$ cat src/rtl/mips_ctrl_pkg.sv
// Shared encodings for the multicycle MIPS control path: opcodes, ALU/mux codes
// and the main control FSM state enum.
package mips_ctrl_pkg;

    localparam logic [5:0] OP_R    = 6'b000000;
    localparam logic [5:0] OP_LW   = 6'b100011;
    localparam logic [5:0] OP_SW   = 6'b101011;
    localparam logic [5:0] OP_BEQ  = 6'b000100;
    localparam logic [5:0] OP_J    = 6'b000010;
    localparam logic [5:0] OP_ADDI = 6'b001000;

    // opAlu codes, also decoded by alu_control
    localparam logic [1:0] ALU_ADD   = 2'b00;
    localparam logic [1:0] ALU_SUB   = 2'b01;
    localparam logic [1:0] ALU_FUNCT = 2'b10;

    localparam logic [1:0] SRCB_B     = 2'b00;
    localparam logic [1:0] SRCB_4     = 2'b01;
    localparam logic [1:0] SRCB_IMM   = 2'b10;
    localparam logic [1:0] SRCB_IMMSH = 2'b11;

    localparam logic [1:0] PCSRC_ALU    = 2'b00;
    localparam logic [1:0] PCSRC_ALUOUT = 2'b01;
    localparam logic [1:0] PCSRC_JUMP   = 2'b10;

    typedef enum logic [3:0] {
        S_FETCH,
        S_DECODE,
        S_MEMADR,
        S_MEMRD,
        S_MEMWB,
        S_MEMWR,
        S_EXEC,
        S_RWB,
        S_BRANCH,
        S_JUMP,
        S_ADDIEX,
        S_ADDIWB
    } state_t;

endpackage

$ cat src/rtl/multicycle_control.sv
// Main control FSM for the multicycle MIPS datapath: sequences fetch, decode,
// execute, memory and writeback, stalling on the memory ready handshake.
module multicycle_control
    import mips_ctrl_pkg::*;
(
    input  logic       clk,
    input  logic       rst,
    input  logic [5:0] opcode,
    input  logic       memReady,
    output logic       pcWrite,
    output logic       pcWriteCond,
    output logic       iorD,
    output logic       memRead,
    output logic       memWrite,
    output logic       irWrite,
    output logic       memToReg,
    output logic       regDst,
    output logic       regWrite,
    output logic       aluSrcA,
    output logic [1:0] aluSrcB,
    output logic [1:0] pcSource,
    output logic [1:0] opAlu,
    output logic       illegal
);

    state_t state, next_state;
    logic   illegal_q;
    logic   set_illegal;

    always_ff @(posedge clk) begin
        if (rst) begin
            state     <= S_FETCH;
            illegal_q <= 1'b0;
        end else begin
            state <= next_state;
            if (set_illegal)
                illegal_q <= 1'b1;
        end
    end

    always_comb begin
        next_state  = S_FETCH;
        set_illegal = 1'b0;
        case (state)
            S_FETCH:  next_state = memReady ? S_DECODE : S_FETCH;
            S_DECODE: begin
                case (opcode)
                    OP_LW, OP_SW: next_state = S_MEMADR;
                    OP_R:         next_state = S_EXEC;
                    OP_BEQ:       next_state = S_BRANCH;
                    OP_J:         next_state = S_JUMP;
                    OP_ADDI:      next_state = S_ADDIEX;
                    default: begin
                        next_state  = S_FETCH;
                        set_illegal = 1'b1;
                    end
                endcase
            end
            // only lw/sw can reach here, so anything but lw is a store
            S_MEMADR: next_state = (opcode == OP_LW) ? S_MEMRD : S_MEMWR;
            S_MEMRD:  next_state = memReady ? S_MEMWB : S_MEMRD;
            S_MEMWB:  next_state = S_FETCH;
            S_MEMWR:  next_state = memReady ? S_FETCH : S_MEMWR;
            S_EXEC:   next_state = S_RWB;
            S_RWB:    next_state = S_FETCH;
            S_BRANCH: next_state = S_FETCH;
            S_JUMP:   next_state = S_FETCH;
            S_ADDIEX: next_state = S_ADDIWB;
            S_ADDIWB: next_state = S_FETCH;
            default:  next_state = S_FETCH;
        endcase
    end

    always_comb begin
        pcWrite     = 1'b0;
        pcWriteCond = 1'b0;
        iorD        = 1'b0;
        memRead     = 1'b0;
        memWrite    = 1'b0;
        irWrite     = 1'b0;
        memToReg    = 1'b0;
        regDst      = 1'b0;
        regWrite    = 1'b0;
        aluSrcA     = 1'b0;
        aluSrcB     = SRCB_B;
        pcSource    = PCSRC_ALU;
        opAlu       = ALU_ADD;
        illegal     = 1'b0;
        // reset wins combinationally so a pending access is dropped in the same cycle
        if (!rst) begin
            illegal = illegal_q;
            case (state)
                S_FETCH: begin
                    memRead = 1'b1;
                    aluSrcB = SRCB_4;
                    irWrite = memReady;
                    pcWrite = memReady;
                end
                S_DECODE: aluSrcB = SRCB_IMMSH;
                S_MEMADR, S_ADDIEX: begin
                    aluSrcA = 1'b1;
                    aluSrcB = SRCB_IMM;
                end
                S_MEMRD: begin
                    memRead = 1'b1;
                    iorD    = 1'b1;
                end
                S_MEMWB: begin
                    memToReg = 1'b1;
                    regWrite = 1'b1;
                end
                S_MEMWR: begin
                    memWrite = 1'b1;
                    iorD     = 1'b1;
                end
                S_EXEC: begin
                    aluSrcA = 1'b1;
                    opAlu   = ALU_FUNCT;
                end
                S_RWB: begin
                    regDst   = 1'b1;
                    regWrite = 1'b1;
                end
                S_BRANCH: begin
                    aluSrcA     = 1'b1;
                    opAlu       = ALU_SUB;
                    pcWriteCond = 1'b1;
                    pcSource    = PCSRC_ALUOUT;
                end
                S_JUMP: begin
                    pcWrite  = 1'b1;
                    pcSource = PCSRC_JUMP;
                end
                S_ADDIWB: regWrite = 1'b1;
                default: ;
            endcase
        end
    end

endmodule

$ cat config.mk
export PLATFORM = sky130hd
export DESIGN_NAME = multicycle_control
export DESIGN_NICKNAME = d
export VERILOG_FILES = /design/src/rtl/mips_ctrl_pkg.sv /design/src/rtl/multicycle_control.sv
export SDC_FILE = /design/constraint.sdc
export NUM_CORES = 1
export LEC_CHECK = 0
export CAP_MARGIN = 15
export CORE_MARGIN = 2
export CORE_UTILIZATION = 43
export DETAILED_ROUTE_END_ITERATION = 7
export PLACE_DENSITY = 0.82
export SETUP_SLACK_MARGIN = 0.15
export SLEW_MARGIN = 20
export SYNTH_ARGS = -nofsm -noshare
export SYNTH_HDL_FRONTEND = slang
export SYNTH_SLANG_ARGS = --single-unit
$ cat constraint.sdc
create_clock -name clk -period 2.9 [get_ports clk]
set_clock_uncertainty 0.2 [all_clocks]
set_input_delay 0.58 -clock clk [delete_from_list [all_inputs] [get_ports clk]]
set_output_delay 0.58 -clock clk [all_outputs]
set_load 0.005 [all_outputs]
After elaboration in Yosys (flattened, before gate mapping)
Index checks and enable logic that the tools add are counted.

Output and inout port bits: 17. Input port bits: 9. Bits in registers: 5. Latch bits: 0. Memory bits (writable): 0. Memories kept: 0. Logic and storage cells: 62. Memory bits (read-only): 0.

Div/mod/pow operators: 0. Shift operators: 0. Bitwise operators: 0. Multipliers: 0. Muxes and demuxes: 35. Magnitude comparators: 0. Add/subtract/negate cells: 0. Equality and inequality tests: 16. Reduce and logical (&&, ||, !) cells: 9.

Operator list (count): 4-bit case mux with 7 select lines (1); 1-bit two-way mux (23); 4-bit case mux with 5 select lines (1); 4-bit by 3-bit == test with 1-bit output, second input constant (4); 4-bit == test, second input constant (4); 6-bit == test, second input constant (2); 3-bit two-way mux (3); 4-bit by 2-bit == test with 1-bit output, second input constant (2); 2-bit case mux with 2 select lines (2); 2-bit OR reduction (4); 6-bit by 2-bit == test with 1-bit output, second input constant (1); 6-bit by 3-bit == test with 1-bit output, second input constant (1); 6-bit by 4-bit == test with 1-bit output, second input constant (1); 6-bit zero test (1); 2-bit two-way mux (3); 2-bit case mux with 3 select lines (1); 6-bit OR reduction (1); 4-bit by 1-bit == test with 1-bit output, second input constant (1); 4-bit zero test (1); 4-bit OR reduction (1); 3-bit OR reduction (1); 1-bit case mux with 2 select lines (1).

Longest topological paths before layout
Gate-level depths: netlist (run 1).

Depth in word-level cells: 4. Gate-level depth with buffers: 5. Depth with buffers taken out: 4.

Least setup slack after synthesis (run 1)
OpenSTA, ideal clock, no wires.

Path type: input -> output. Start: input rst. End: output opAlu[0]. Buffers on the path: 1. Arrival: 1.137 ns. Required time: 2.120 ns. Path slack: 0.983 ns. Stages on the path: 3. Path through: nor3_1 > nor2b_1 > buf_4.

Word-level cells in the longest chain between the ends: 1.

RTL lines: from (decl) (line multicycle_control.sv:7) `input logic rst,`; 2-bit two-way mux (line multicycle_control.sv:90) `if (!rst) begin`; to (decl) (line multicycle_control.sv:22) `output logic [1:0] opAlu,`.

Every way passes these cells.

Worst setup path after layout (run 1)
Start: register state[3]. End: output pcWrite.

Word-level cells in the longest chain between the ends: 3. Elaborated cells on any way between the ends: 4. Classes of those cells: eq/ne: 1; mux: 2; reduce/logical: 1.

RTL lines: from (decl) (line multicycle_control.sv:26) `state_t state, next_state;`; from (signal assigned) (line multicycle_control.sv:35) `state <= next_state;`; 4-bit == test or 4-bit zero test (tied branches) (line multicycle_control.sv:92) `case (state)`; 1-bit case mux with 2 select lines * (line multicycle_control.sv:92); 1-bit two-way mux * (line multicycle_control.sv:90); to (decl) (line multicycle_control.sv:10) `output logic pcWrite,`.

Mark *: on every way between the ends. The rest lies on a longest branch, timed or not.

==> results of run 1 <==
[cells in the final DEF (no fill, tap or decap), drive strengths merged]
cell type | synthesis | layout
nor4 | 5 | 5
xnor2 | 1 | 1
nor4bb | 1 | 1
nor3b | 2 | 2
a22o | 1 | 1
dlygate4sd2 | 0 | 2
or2 | 2 | 2
and3 | 2 | 2
nor2 | 6 | 6
a21oi | 9 | 9
or4 | 2 | 2
nand4b | 1 | 1
a21boi | 1 | 1
nor2b | 4 | 4
clkbuf | 4 | 4
nand2b | 6 | 6
nand3 | 2 | 2
nand4 | 1 | 1
dfxtp | 5 | 5
o31a | 1 | 1
xor2 | 1 | 1
o21bai | 2 | 2
nand2 | 3 | 3
nor4b | 1 | 1
clkdlybuf4s50 | 0 | 23
buf | 6 | 4
o21ai | 5 | 5
nor3 | 7 | 7
a211oi | 1 | 1
o311ai | 1 | 1
inv | 1 | 1
o31ai | 2 | 2
a31oi | 1 | 1
[critical path, cell delays in order (launching register included)]
cell and delay (ps):
dfxtp_1 590, nand2b_1 180, nor3_2 210, or2_1 130, clkdlybuf4s50_1 490
[report_power, final]
part / switching, uW / leakage [uW] / internal (uW) / total [uW]
Sequential: 4.25 / 0.0000416 / 71.7 / 75.9
Combinational: 27.3 / 0.000236 / 34.0 / 61.3
Clock: 30.3 / 0.0000150 / 52.1 / 82.4
Total: 61.8 / 0.000293 / 158 / 220
[per-layer routing]
| metal | part of all wire [%] | vias up |
|---|---|---|
| met5 | 0 | - |
| met4 | 0.80 | 0 |
| met3 | 5.5 | 2 |
| met2 | 49 | 30 |
| met1 | 44 | 342 |
| li1 | - | 368 |
[repair_timing]
item | 4_1_cts | 5_1_grt
gates resized for setup | 6 | 2
pin swaps | 0 | 0
hold buffers | 0 | 0
setup buffers | 0 | 0
endpoints found under the setup margin | 9 | 7
[sequential cells by signal, summed over array words and instances (netlist names)]
name / flops
state: 4
illegal_q: 1
[path summary, 6_finish.rpt]
path               end  depth (start not counted)
min reg2reg  illegal_q                          2
max            pcWrite                          4
min          illegal_q                          2
max reg2reg   state[0]                          4
[through the flow]
step | setup slack, ps | total power [uW]
after global routing | 124 | 232
final | 268 | 220
after detailed placement | -18.5 | 137
after floorplan | 983 | 103
after global placement | 95.3 | 135
after CTS | 138 | 220
[logic make-up (layout without fill, tap and decap cells)]
logic type             Yosys count  after routing  synth area share (%)
AND/OR/NAND/NOR                 45             45                  46.0
buffers and inverters           11             34                  9.11
XOR/XNOR                         2              2                  2.97
flip-flops                       5              5                  16.9
AO/OA/AOI/OAI                   24             24                  25.0
[final cells by class]
class / instances / share of cell area, %
Sequential cell: 5 / 11.6
Multi-Input combinational cell: 71 / 51.5
Clock buffer: 4 / 2.97
Tap cell: 15 / 2.12
Timing Repair Buffer: 29 / 31.4
Inverter: 1 / 0.424
==> qor.yml, run 1 <==
final_area_um2: 885
cts.path.max_buffers: 2
nNetsFinal: 120
final-seq-area_um2: 103
layout-drive-gt1-share_pct: 14.5
drt_iter0_markers: 24
nFillCells: 114
synthToLayoutAreaGrowth_pct: 49.8
use_met1_pct: 29.3
ys_seq_area_share_pct: 16.9
grt_busiest_layer: "met2"
r2r_start: "state[3]"
crit_path_start_kind: "flop"
antenna_found_initial: 0
use_met3_pct: 4.89
post-route-util_pct: 68.8
hold_slack_ps: 397
dpl.cell_count: 121
grt_pass1_wl_mm: 2.71
setup_viol: 0
stdcell_count: 125
cp-end-kind: "output pin"
die_y_um: 41.1
max_slew.worst_pin.slew_ps: 446
met2_usage_pct: 40.6
totalWireLength_mm: 1.63
slew_headroom_pct: 70.2
ios: 26
synthesis.area_um2: 591
rsz0062_at_grt: "true"
antenna_cells: 0
avgViaCountPerCell: 5.94
timing.fmax_ghz: 0.380
grt_remaining_overflow: 0
setup_tns_ps: 0
synth-edff-count: 0
synth_top_area_share_pct: 16.9
yosysMostFrequentCell: "a21oi_1"
dp_hpwl_mm: 1.20
fin_crit_sh_pct: 90.8
placed_area_um2: 840
post-route-min-period_ps: 2630
outcome: "finished clean"
synth.yosys.warnings: 0
vias: 742
drcViolationCount: 0
clk_latency_ps: 250
drv_cap: 0
worst-path-max-fanout: 14
synthDistinctLibCells: 36
maxSlewViolCount: 0
synth-async-reset-ratio_pct: 0
clock-root-buffer: "clkbuf_4"
avgSynthCellArea_um2: 6.79
worst-endpoint-arrival_ps: 1850
power.density_nw_per_um2: 248
crit_start: "state[3]"
core_area_um2: 1280
final_hold_viol_count: 0
syn-num-nets: 96
hold_start: "illegal_q"
firstDrtPassIters: 4
initial_core_util_pct: 46.0
grt_max_degree: 22
dieArea_um2: 1690
h-tree-depth: 1
cts_buffers: 3
crit_type: "flop to output pin"
hp-class: "flop to flop"
clock-sinks: 5
grt_pass1_vias: 613
path_clk_slew_ps: 40
netlist_instances: 87
crit_required_ps: 2120
p_leak_uw: 0.000293
port_buffers: 25
grt_util_all_layers_pct: 24.2
gp_congestion: 0.839
drtAntennaViolNets: 0
cts_tree: "yes"
r2r_setup_slack_ps: 1140
synth_area_leaders: "dfxtp_1, a21oi_1, nand2b_1, nor3_1, nor2b_1"
yosys.area.top_type: "dfxtp_1"
row_count: 13
ys_top_cells_by_count: "a21oi_1, nor3_1, nand2b_1, nor2_1, dfxtp_1"
synth-main-ff-cell: "dfxtp_1"
synth_seq_cells: 5
die_width_um: 41.1
wl_per_cell_um: 13.0
multi_input_area_um2: 455
ir_drop_mv: 0.286
No activity file was read; power rests on OpenSTA's default activity.
==> run 2: changes to the inputs <==
--- a/config.mk
+++ b/config.mk
@@ -9,8 +9,9 @@
 export CORE_MARGIN = 2
 export CORE_UTILIZATION = 43
 export DETAILED_ROUTE_END_ITERATION = 7
+export GPL_ROUTABILITY_DRIVEN = 0
 export PLACE_DENSITY = 0.82
-export SETUP_SLACK_MARGIN = 0.15
+export SETUP_SLACK_MARGIN = 0.2
 export SLEW_MARGIN = 20
 export SYNTH_ARGS = -nofsm -noshare
 export SYNTH_HDL_FRONTEND = slang
==> qor.yml, run 2 (synthesis results as in run 1) <==
setup_tns_ps: 0
max_slew.worst_pin.slew_ps: 354
cts.path.max_buffers: 2
antenna_cells: 0
drcViolationCount: 0
die_width_um: 41.1
p_leak_uw: 0.000293
path_clk_slew_ps: 40
cp-end-kind: "output pin"
hp-class: "flop to flop"
row_count: 13
cts_setup_buffers: 0
setup_viol: 0
outcome: "finished clean"
cts_buffers: 3
worst-path-max-fanout: 2
crit_start: "memReady"
grt_max_degree: 22
cts_tree: "yes"
antenna_found_initial: 0
critPathMostFrequentCell: "clkdlybuf4s50_1"
power.density_nw_per_um2: 248
vias: 736
crit_required_ps: 2120
largest_reg_flops: 4
hold_slack_ps: 397
firstDrtPassIters: 4
rsz0062_at_grt: "false"
drt_iter0_markers: 24
fin_crit_sh_pct: 90.7
final_common_cell: "clkdlybuf4s50_1"
crit_type: "input pin to output pin"
path_cells: "clkdlybuf4s50_1 -> and3_1 -> or2_1 -> clkdlybuf4s50_1"
reg_top3: "state: 4 flops, illegal_q: 1 flops"
grt_util_all_layers_pct: 24.2
initial_core_util_pct: 46.0
core_area_um2: 1280
grt_remaining_overflow: 0
synthToLayoutAreaGrowth_pct: 50.0
avgViaCountPerCell: 5.89
ir_drop_mv: 0.284
timing.fmax_ghz: 0.380
drtAntennaViolNets: 0
worst-endpoint-arrival_ps: 1850
r2r_setup_slack_ps: 1200
mostFrequentLayoutCells: "clkdlybuf4s50_1, a21oi_1, nor2_1"
maxSlewViolCount: 0
r2r_start: "state[2]"
die_y_um: 41.1
grt_pass1_vias: 613
clock-sinks: 5
multi_input_area_um2: 455
post-route-min-period_ps: 2630
grt_pass1_wl_mm: 2.71
post-route-util_pct: 68.9
drv_cap: 0
clock-root-buffer: "clkbuf_4"
clk_latency_ps: 250
wl_per_cell_um: 13.2
pre_cts_ws_ps: -18.5
final-seq-area_um2: 104
crit_path_start_kind: "input pin"
registers.top_by_ff_count: "state"
p_total_uw: 219
ios: 26
dieArea_um2: 1690
dp_hpwl_mm: 1.20
finalWorstSetupSlack_ps: 270
layout-drive-gt1-share_pct: 15.5
nNetsFinal: 120
hold_start: "illegal_q"
slowest_stage: "clkdlybuf4s50_1"
slew_headroom_pct: 76.2
totalWireLength_mm: 1.65
final_hold_viol_count: 0
max_stage_delay_ps: 500
port_buffers: 25
nFillCells: 115
h-tree-depth: 1
## run 2: changes by cell type in the layout (fill, tap and decap cells not counted)
cell,before,now
dfxtp_1,3,2
dfxtp_2,2,3
## run 2: layout make-up
type | count | area share [%]
tap | 15 | 2.12
timing repair buffer | 29 | 31.4
sequential | 5 | 11.7
inverter | 1 | 0.424
clock buffer | 4 | 2.97
multi-input combinational | 71 | 51.4
## run 2: worst paths after layout
check                                  to  depth (start not counted)
worst max-delay path              pcWrite                          4
worst min-delay path            illegal_q                          2
worst max register to register   state[0]                          4
worst min register to register  illegal_q                          2
## run 2: worst max-delay path: cells and delay by family
family	cells	cell delay, ps
buffers and inverters	2	990
AND/OR/NAND/NOR	2	290
## run 2: report_power, final
group	switching (uW)	internal, uW
Combinational	27.4	34.0
Sequential	4.17	71.7
Clock	30.0	52.1
## run 2: layer usage
metal | vias up | track usage, % | wire length, um
met3 | 2 | 4.89 | 67
met2 | 23 | 40.6 | 803
li1 | 367 | - | -
met1 | 344 | 29.3 | 760
met5 | - | 0 | 0
met4 | 0 | 10.8 | 17
## run 2: metrics by stage
step	cells	area, um2
floorplan	87	591
global placement	121	840
detailed placement	121	840
CTS	125	885
global route	125	886
finish	125	886
## run 2: timing repair
item,4_1_cts,5_1_grt
resized for setup,8,1
setup endpoints to repair,12,5
gates cloned,0,0
hold buffers,0,0
